### config.mk
export PLATFORM = sky130hd
export DESIGN_NAME = vector_path_engine_flat
export DESIGN_NICKNAME = d
export VERILOG_FILES = /design/src/rtl/vector_path_engine_if.sv /design/src/rtl/vector_path_engine.sv /design/src/flat_wrapper.sv
export SDC_FILE = /design/constraint.sdc
export NUM_CORES = 1
export LEC_CHECK = 0
export ABC_AREA = 1
export BUFFER_PORTS_ARGS = -buffer_cell sky130_fd_sc_hd__buf_2
export CAP_MARGIN = 25
export CORE_UTILIZATION = 68
export DETAILED_ROUTE_END_ITERATION = 6
export PLACE_DENSITY_LB_ADDON = 0.08
export SKIP_LAST_GASP = 1
export SLEW_MARGIN = 30
export SYNTH_ARGS = -nofsm -noshare
export SYNTH_HDL_FRONTEND = slang
export SYNTH_SLANG_ARGS = --single-unit
### constraint.sdc
create_clock -name clk -period 6.8 [get_ports clk]
set_clock_uncertainty 0.05 [all_clocks]
set_input_delay 0.34 -clock clk [delete_from_list [all_inputs] [get_ports clk]]
set_output_delay 0.34 -clock clk [all_outputs]
set_load 0.02 [all_outputs]
### src/rtl/vector_path_engine_if.sv
`default_nettype none
//==============================================================================
// Module   : vector_path_engine_if
// Brief    : Run control and XY point outputs of the vector path engine.
// Revision : 1.0 - initial release
//==============================================================================
interface vector_path_engine_if;
    logic       run;
    logic [7:0] x;
    logic [6:0] y;
    logic       valid;
    logic       trig;
    logic       blank;
    logic       frame_done;

    modport master (input run, output x, y, valid, trig, blank, frame_done);
    modport slave  (output run, input x, y, valid, trig, blank, frame_done);
endinterface
`default_nettype wire

### src/rtl/vector_path_engine.sv
`default_nettype none
//==============================================================================
// Module   : vector_path_engine
// Brief    : Walks a 6-segment display list, Bresenham-rasterises each line
//            into XY points for the BNC outputs. Macro VEC_SETTLE_EN adds a
//            blanked settle before discontinuous segments.
// Revision : 1.0 - initial release
//==============================================================================
module vector_path_engine #(
    parameter int DWELL         = 1,
    parameter int SETTLE_CYCLES = 4
) (
    input wire                   clk,
    input wire                   rst_n,
    vector_path_engine_if.master bus
);
    localparam logic [1:0] c_idle = 2'd0;
    localparam logic [1:0] c_load = 2'd1;
    localparam logic [1:0] c_draw = 2'd2;
`ifdef VEC_SETTLE_EN
    localparam logic [1:0] c_settle      = 2'd3;
    localparam logic [7:0] c_settle_last = 8'(SETTLE_CYCLES - 1);
`endif
    localparam logic [7:0] c_dwell_last  = 8'(DWELL - 1);
    localparam logic [2:0] c_last_seg    = 3'd5;

    if (DWELL < 1 || DWELL > 255 || SETTLE_CYCLES < 1 || SETTLE_CYCLES > 255) begin : g_param_check
        $error("vector_path_engine: DWELL and SETTLE_CYCLES must be 1..255");
    end

    logic [1:0]         r_state;
    logic [2:0]         r_seg;
    logic [7:0]         r_dwell;
    logic [7:0]         r_x;
    logic [6:0]         r_y;
    logic               r_valid;
    logic               r_trig;
    logic               r_frame_done;
    logic signed [10:0] r_dx;
    logic signed [10:0] r_dy;
    logic signed [10:0] r_err;
    logic               r_sx;
    logic               r_sy;
`ifdef VEC_SETTLE_EN
    logic               r_blank;
    logic [7:0]         r_settle;
`endif

    logic [7:0]         w_x0, w_x1;
    logic [6:0]         w_y0, w_y1;
    logic signed [10:0] w_x0s, w_x1s, w_y0s, w_y1s;
    logic signed [10:0] w_dx, w_dy, w_e2, w_err_next;
    logic               w_step_x, w_step_y, w_at_end;

    // Display list ROM; segment 0 takes the defaults.
    always_comb begin
        w_x0 = 8'd32;
        w_y0 = 7'd16;
        w_x1 = 8'd224;
        w_y1 = 7'd16;
        case (r_seg)
            3'd1:    begin w_x0 = 8'd224; w_y0 = 7'd16;  w_x1 = 8'd224; w_y1 = 7'd80;  end
            3'd2:    begin w_x0 = 8'd224; w_y0 = 7'd80;  w_x1 = 8'd128; w_y1 = 7'd120; end
            3'd3:    begin w_x0 = 8'd128; w_y0 = 7'd120; w_x1 = 8'd32;  w_y1 = 7'd80;  end
            3'd4:    begin w_x0 = 8'd32;  w_y0 = 7'd80;  w_x1 = 8'd32;  w_y1 = 7'd16;  end
            3'd5:    begin w_x0 = 8'd112; w_y0 = 7'd16;  w_x1 = 8'd144; w_y1 = 7'd48;  end
            default: ;
        endcase
    end

    assign w_x0s = $signed({3'b000, w_x0});
    assign w_x1s = $signed({3'b000, w_x1});
    assign w_y0s = $signed({4'b0000, w_y0});
    assign w_y1s = $signed({4'b0000, w_y1});
    assign w_dx  = (w_x1s >= w_x0s) ? (w_x1s - w_x0s) : (w_x0s - w_x1s);
    assign w_dy  = (w_y1s >= w_y0s) ? (w_y0s - w_y1s) : (w_y1s - w_y0s);

    assign w_e2       = r_err <<< 1;
    assign w_step_x   = (w_e2 >= r_dy);
    assign w_step_y   = (w_e2 <= r_dx);
    assign w_err_next = r_err + (w_step_x ? r_dy : 11'sd0) + (w_step_y ? r_dx : 11'sd0);
    assign w_at_end   = (r_x == w_x1) && (r_y == w_y1);

    always_ff @(posedge clk) begin
        if (!rst_n) begin
            r_state      <= c_idle;
            r_seg        <= 3'd0;
            r_dwell      <= 8'd0;
            r_x          <= 8'd0;
            r_y          <= 7'd0;
            r_valid      <= 1'b0;
            r_trig       <= 1'b0;
            r_frame_done <= 1'b0;
            r_dx         <= 11'sd0;
            r_dy         <= 11'sd0;
            r_err        <= 11'sd0;
            r_sx         <= 1'b0;
            r_sy         <= 1'b0;
`ifdef VEC_SETTLE_EN
            r_blank      <= 1'b0;
            r_settle     <= 8'd0;
`endif
        end else begin
            r_frame_done <= 1'b0;
            case (r_state)
                c_idle: begin
                    if (bus.run) begin
                        r_state <= c_load;
                        r_seg   <= 3'd0;
                    end
                end
                c_load: begin
                    r_dx    <= w_dx;
                    r_dy    <= w_dy;
                    r_err   <= w_dx + w_dy;
                    r_sx    <= (w_x1 >= w_x0);
                    r_sy    <= (w_y1 >= w_y0);
                    r_dwell <= 8'd0;
                    r_x     <= w_x0;
                    r_y     <= w_y0;
`ifdef VEC_SETTLE_EN
                    // r_x/r_y still hold the last emitted point here
                    if ((w_x0 != r_x) || (w_y0 != r_y)) begin
                        r_state  <= c_settle;
                        r_blank  <= 1'b1;
                        r_settle <= 8'd0;
                    end else
`endif
                    begin
                        r_state <= c_draw;
                        r_valid <= 1'b1;
                        r_trig  <= (r_seg == 3'd0);
                    end
                end
`ifdef VEC_SETTLE_EN
                c_settle: begin
                    if (r_settle == c_settle_last) begin
                        r_state <= c_draw;
                        r_blank <= 1'b0;
                        r_valid <= 1'b1;
                        r_trig  <= (r_seg == 3'd0);
                    end else begin
                        r_settle <= r_settle + 8'd1;
                    end
                end
`endif
                c_draw: begin
                    if (r_dwell != c_dwell_last) begin
                        r_dwell <= r_dwell + 8'd1;
                    end else begin
                        r_dwell <= 8'd0;
                        r_trig  <= 1'b0;
                        if (w_at_end) begin
                            r_valid <= 1'b0;
                            if (r_seg == c_last_seg) begin
                                r_seg        <= 3'd0;
                                r_frame_done <= 1'b1;
                                r_state      <= bus.run ? c_load : c_idle;
                            end else begin
                                r_seg   <= r_seg + 3'd1;
                                r_state <= c_load;
                            end
                        end else begin
                            if (w_step_x) r_x <= r_sx ? (r_x + 8'd1) : (r_x - 8'd1);
                            if (w_step_y) r_y <= r_sy ? (r_y + 7'd1) : (r_y - 7'd1);
                            r_err <= w_err_next;
                        end
                    end
                end
                default: r_state <= c_idle;
            endcase
        end
    end

    assign bus.x          = r_x;
    assign bus.y          = r_y;
    assign bus.valid      = r_valid;
    assign bus.trig       = r_trig;
    assign bus.frame_done = r_frame_done;
`ifdef VEC_SETTLE_EN
    assign bus.blank      = r_blank;
`else
    assign bus.blank      = 1'b0;
`endif
endmodule
`default_nettype wire

### src/flat_wrapper.sv
// flat-port wrapper written by rule: the top's interface ports become plain ports
module vector_path_engine_flat 
#(
    parameter int DWELL         = 1,
    parameter int SETTLE_CYCLES = 4
)
  (clk, rst_n, bus_run, bus_x, bus_y, bus_valid, bus_trig, bus_blank, bus_frame_done);
  vector_path_engine_if bus_i ();
  input wire clk;
  input wire rst_n;
  input wire logic [$bits(bus_i.run)-1:0] bus_run;
  output wire logic [$bits(bus_i.x)-1:0] bus_x;
  output wire logic [$bits(bus_i.y)-1:0] bus_y;
  output wire logic [$bits(bus_i.valid)-1:0] bus_valid;
  output wire logic [$bits(bus_i.trig)-1:0] bus_trig;
  output wire logic [$bits(bus_i.blank)-1:0] bus_blank;
  output wire logic [$bits(bus_i.frame_done)-1:0] bus_frame_done;
  assign bus_i.run = bus_run;
  assign bus_x = bus_i.x;
  assign bus_y = bus_i.y;
  assign bus_valid = bus_i.valid;
  assign bus_trig = bus_i.trig;
  assign bus_blank = bus_i.blank;
  assign bus_frame_done = bus_i.frame_done;
  vector_path_engine #(.DWELL(DWELL), .SETTLE_CYCLES(SETTLE_CYCLES)) u_core (.clk(clk), .rst_n(rst_n), .bus(bus_i));
endmodule
==> out/summary.log <==
[power] relative contribution of sequential cells to total power 33.0%
[status] outcome complete, no violations
[die] initial cell density of the core 70.1%
[worst_setup_path] worst reg-to-reg path cell count 19
[timing] min cycle time layout 3.55 ns
[yosys] average cell area after synthesis 6.89 µm²
[die] IO Pins 22
[timing] fin crit share 52.2%
[detailed_routing] overall routed net length 10.2 mm
[clock_tree] Worst-Skew Late Latency 0.31 ns
[power] switching power of the nets 0.467 mW
[global_routing] largest net degree at the start of global routing 26
[worst_setup_path] Worst Path Max Fanout 5
[timing] final hold violation count 0
[clock_tree] clock buffers created by TritonCTS 5
[layout] share of cells above drive strength 1 10.8%
[worst_setup_path] kind of critical path reg2reg
[timing] slew at the pin closest to its max-slew limit 0.800 ns
[place] dpl hpwl 7.70 mm
[clock_tree] clk sink count 50
[worst_setup_path] crit path max-delay cell type fa_1
[clock_tree] clock transition at the registers of the reported paths 0.11 ns
[worst_setup_path] RR Endpoint u_core.r_err[9]$_SDFFE_PN0P_
[place] RD Place Congestion 0.947
[timing] unrepaired setup endpoints after global routing false
[global_routing] vias in the first global route 3497
[layout] commonest cells after routing, fill and taps aside nand2_1, inv_1, a21oi_1
[clock_tree] CTS tree built
[clock_tree] H-tree Lvls 2
[layout] number of nets in the layout 723
[layout] post-synthesis to final-layout area growth 5.40%
[die] Placement Rows 29
[min_path] launch instance of the worst min-delay path bus_run
[min_path] Hold Crit Endpoint u_core.r_state[1]$_SDFFE_PN0P_
[worst_setup_path] highest cell delay on the worst timing path 0.52 ns
[worst_setup_path] worst setup slack for register-to-register paths 3.25 ns
[power] relative contribution of the clock network to total power 20.8%
[worst_setup_path] sequence of cells on the critical path inv_1 > ha_1 > nand2_1 > nor4b_1 > inv_1 > nand2_1 > nand2_1 > fa_1 > inv_1 > ha_1 > a21oi_1 > nand2_1 > nand2_1 > nand2_1 > a21oi_1 > o21ai_0 > a21oi_1 > nor2_1 > a21oi_1
[yosys] Async S/R FF share, synth 0%
[clock_tree] buffer count from post-CTS setup fixing 0
[yosys] flip-flop and latch count after synthesis 50
[yosys] cell area after synthesis 4430 µm²
[global_routing] grt total ovfl 0
[timing] count of final setup violators 0
[worst_setup_path] most frequent CP cell nand2_1
[worst_setup_path] Reg2Reg Launch Point u_core.r_dx[9]$_SDFFE_PN0N_
[clock_tree] Post-CTS Hold Buffers 0
[yosys] synthesized net count 711
[job] Maximum Capacitance Violations 0
[detailed_routing] Initial DRC Count 283
[power] leakage power 2.34 nW
[layout] Filler cells 513
[timing] final sum of negative setup slack 0 ns
[place] # placed instances 724
[power] P_int 0.621 mW
[yosys] synthesized instance count 642
[yosys] most used flip-flop cell after synthesis dfxtp_1
[power] Max rail drop VDD 160 µV
[timing] Max Transition Viols Final 0
[clock_tree] CTS resizes 0
[yosys] Yosys Warn Count 0
[min_path] kind of path behind the tightest hold check in2reg
[power] combinational share of power 46.1%
[global_routing] number of antenna violations at the first check in global routing 0
[detailed_routing] DRT antenna net count 0
[die] die height 82.7 µm
[place] quantity of I/O buffers inserted on ports 20
[yosys] count of flip-flops with a built-in enable after synthesis 0
[power] Sw Ratio 42.9%
[worst_setup_path] CP endpoint kind flop
[worst_setup_path] CP startpoint u_core.r_dx[9]$_SDFFE_PN0N_
[yosys] register area share after synthesis 22.6%
[power] power density of the placed cells 233 nW/µm²
[timing] Max Clk Rate 282 MHz
[detailed_routing] iteration count of the initial detailed-routing pass 5
[detailed_routing] ratio of routed vias to standard cells 5.58
[detailed_routing] Routed WL per cell 13.9 µm
[layout] most common cell after layout, fill and taps aside nand2_1
[global_routing] wire length of the first global-routing pass 16.1 mm
[global_routing] overall track demand over capacity in global routing 31.1%
[die] core outline area 6310 µm²
[yosys] post-synthesis cell type with the largest combined area dfxtp_1
[yosys] proportion of netlist area held by the largest area contributor 22.6%
[die] total die area 6830 µm²
[timing] worst slew margin relative to its limit 46.6%
[clock_tree] Longest Clk Path Bufs 2
[detailed_routing] via count 4081
[yosys] Area contributors post-synth dfxtp_1, ha_1, nand2_1
[clock_tree] clock tree root driver cell clkbuf_8
[layout] number of antenna repair diodes 0
[worst_setup_path] critical path startpoint category flop
[die] Horiz. Die Dim 82.7 µm
[yosys] Netlist cell types 43
[worst_setup_path] required time of the critical path 7.00 ns
[worst_setup_path] Worst EP arrival 3.75 ns
[layout] filler-free cell count of the finished design 732
[min_path] hold path depth 5
[detailed_routing] DR DRC count 0
registers in the layout (all words and copies together) (netlist names), 2 cells and up:
register and flops:
u_core.bus.x 8, u_core.r_dy 5, u_core.r_dx 5, u_core.r_seg 3
u_core.r_state 2, u_core.r_err 7, u_core.bus.y 7, u_core.r_dwell 8
worst max path at each step:
stage | to | slack, ns | cells past startpoint
6_report | u_core.r_err[9]$_SDFFE_PN0P_ | 3.25 | 19
4_1_cts | u_core.r_err[9]$_SDFFE_PN0P_ | 3.29 | 19
3_3_place_gp | u_core.r_err[9]$_SDFFE_PN0P_ | 3.39 | 22
2_1_floorplan | u_core.r_err[9]$_SDFFE_PN0P_ | 3.70 | 19
3_5_place_dp | u_core.r_err[9]$_SDFFE_PN0P_ | 3.32 | 19
5_1_grt | u_core.r_err[9]$_SDFFE_PN0P_ | 2.88 | 19
per-layer routing:
layer | up-vias | GRT usage (%) | part of all wire, %
met5 | - | 0 | 0
met3 | 25 | 4.29 | 5.2
li1 | 2077 | - | -
met4 | 0 | 12.2 | 2.5
met1 | 1863 | 42.1 | 48
met2 | 116 | 49.7 | 44
worst max-delay path, delay by kind of cell (launching register included):
kind / cells / cell delay [ns]
buffers and inverters: 3 / 0.21
adder cells (fa/ha/maj): 3 / 1.21
AND/OR/NAND/NOR: 8 / 1.01
flip-flops: 1 / 0.34
AO/OA/AOI/OAI: 5 / 0.66
power by group through the flow:
stage	registers (mW)	logic, mW	clock network, mW
floorplan	0.377	0.375	0
global placement	0.364	0.476	0
detailed placement	0.365	0.494	0
CTS	0.359	0.497	0.230
global route	0.364	0.577	0.241
finish	0.360	0.502	0.227
kinds of logic (layout without fill, tap and decap cells):
logic type      after synthesis  count (layout)  synth area share, %
mux                           1               1                0.226
compound gates              122             122                 14.9
other cells                   1               1               0.0847
xor+xnor                     18              18                 3.56
simple gates                262             262                 27.3
buf+inv                     122             135                 10.8
fa+ha+maj                    66              66                 20.5
flops                        50              50                 22.6
cell usage after synthesis (6+ instances only):
cell	count
ha_1	55
nor3_1	8
xor2_1	13
nand3_1	26
clkbuf_1	11
or2_2	6
nand2_2	8
a21oi_1	69
fa_1	11
nand4_1	8
nor2_2	11
inv_1	100
nand2_1	148
o21ai_0	36
nor2_1	32
dfxtp_1	50
layout make-up:
type                       instances  area, µm²  share of cell area (%)
clock inverter                     3       47.5                    1.02
clock buffer                       5       68.8                    1.48
inverter                         106        398                    8.53
timing repair buffer              21        108                    2.31
sequential                        50       1000                    21.5
multi-input combinational        470       2950                    63.1
tap                               77       96.3                    2.07
stage by stage:
stage	instance area [µm²]	setup slack [ns]	total power, mW	hold slack [ns]	util, %
floorplan	4430	3.70	0.752	0.391	-
global placement	4550	3.39	0.840	0.400	72.0
detailed placement	4550	3.32	0.859	0.405	72.0
CTS	4660	3.29	1.09	0.374	73.9
global route	4660	2.88	1.18	0.404	73.9
finish	4660	3.25	1.09	0.378	73.9
(Power assumes the default switching activity.)
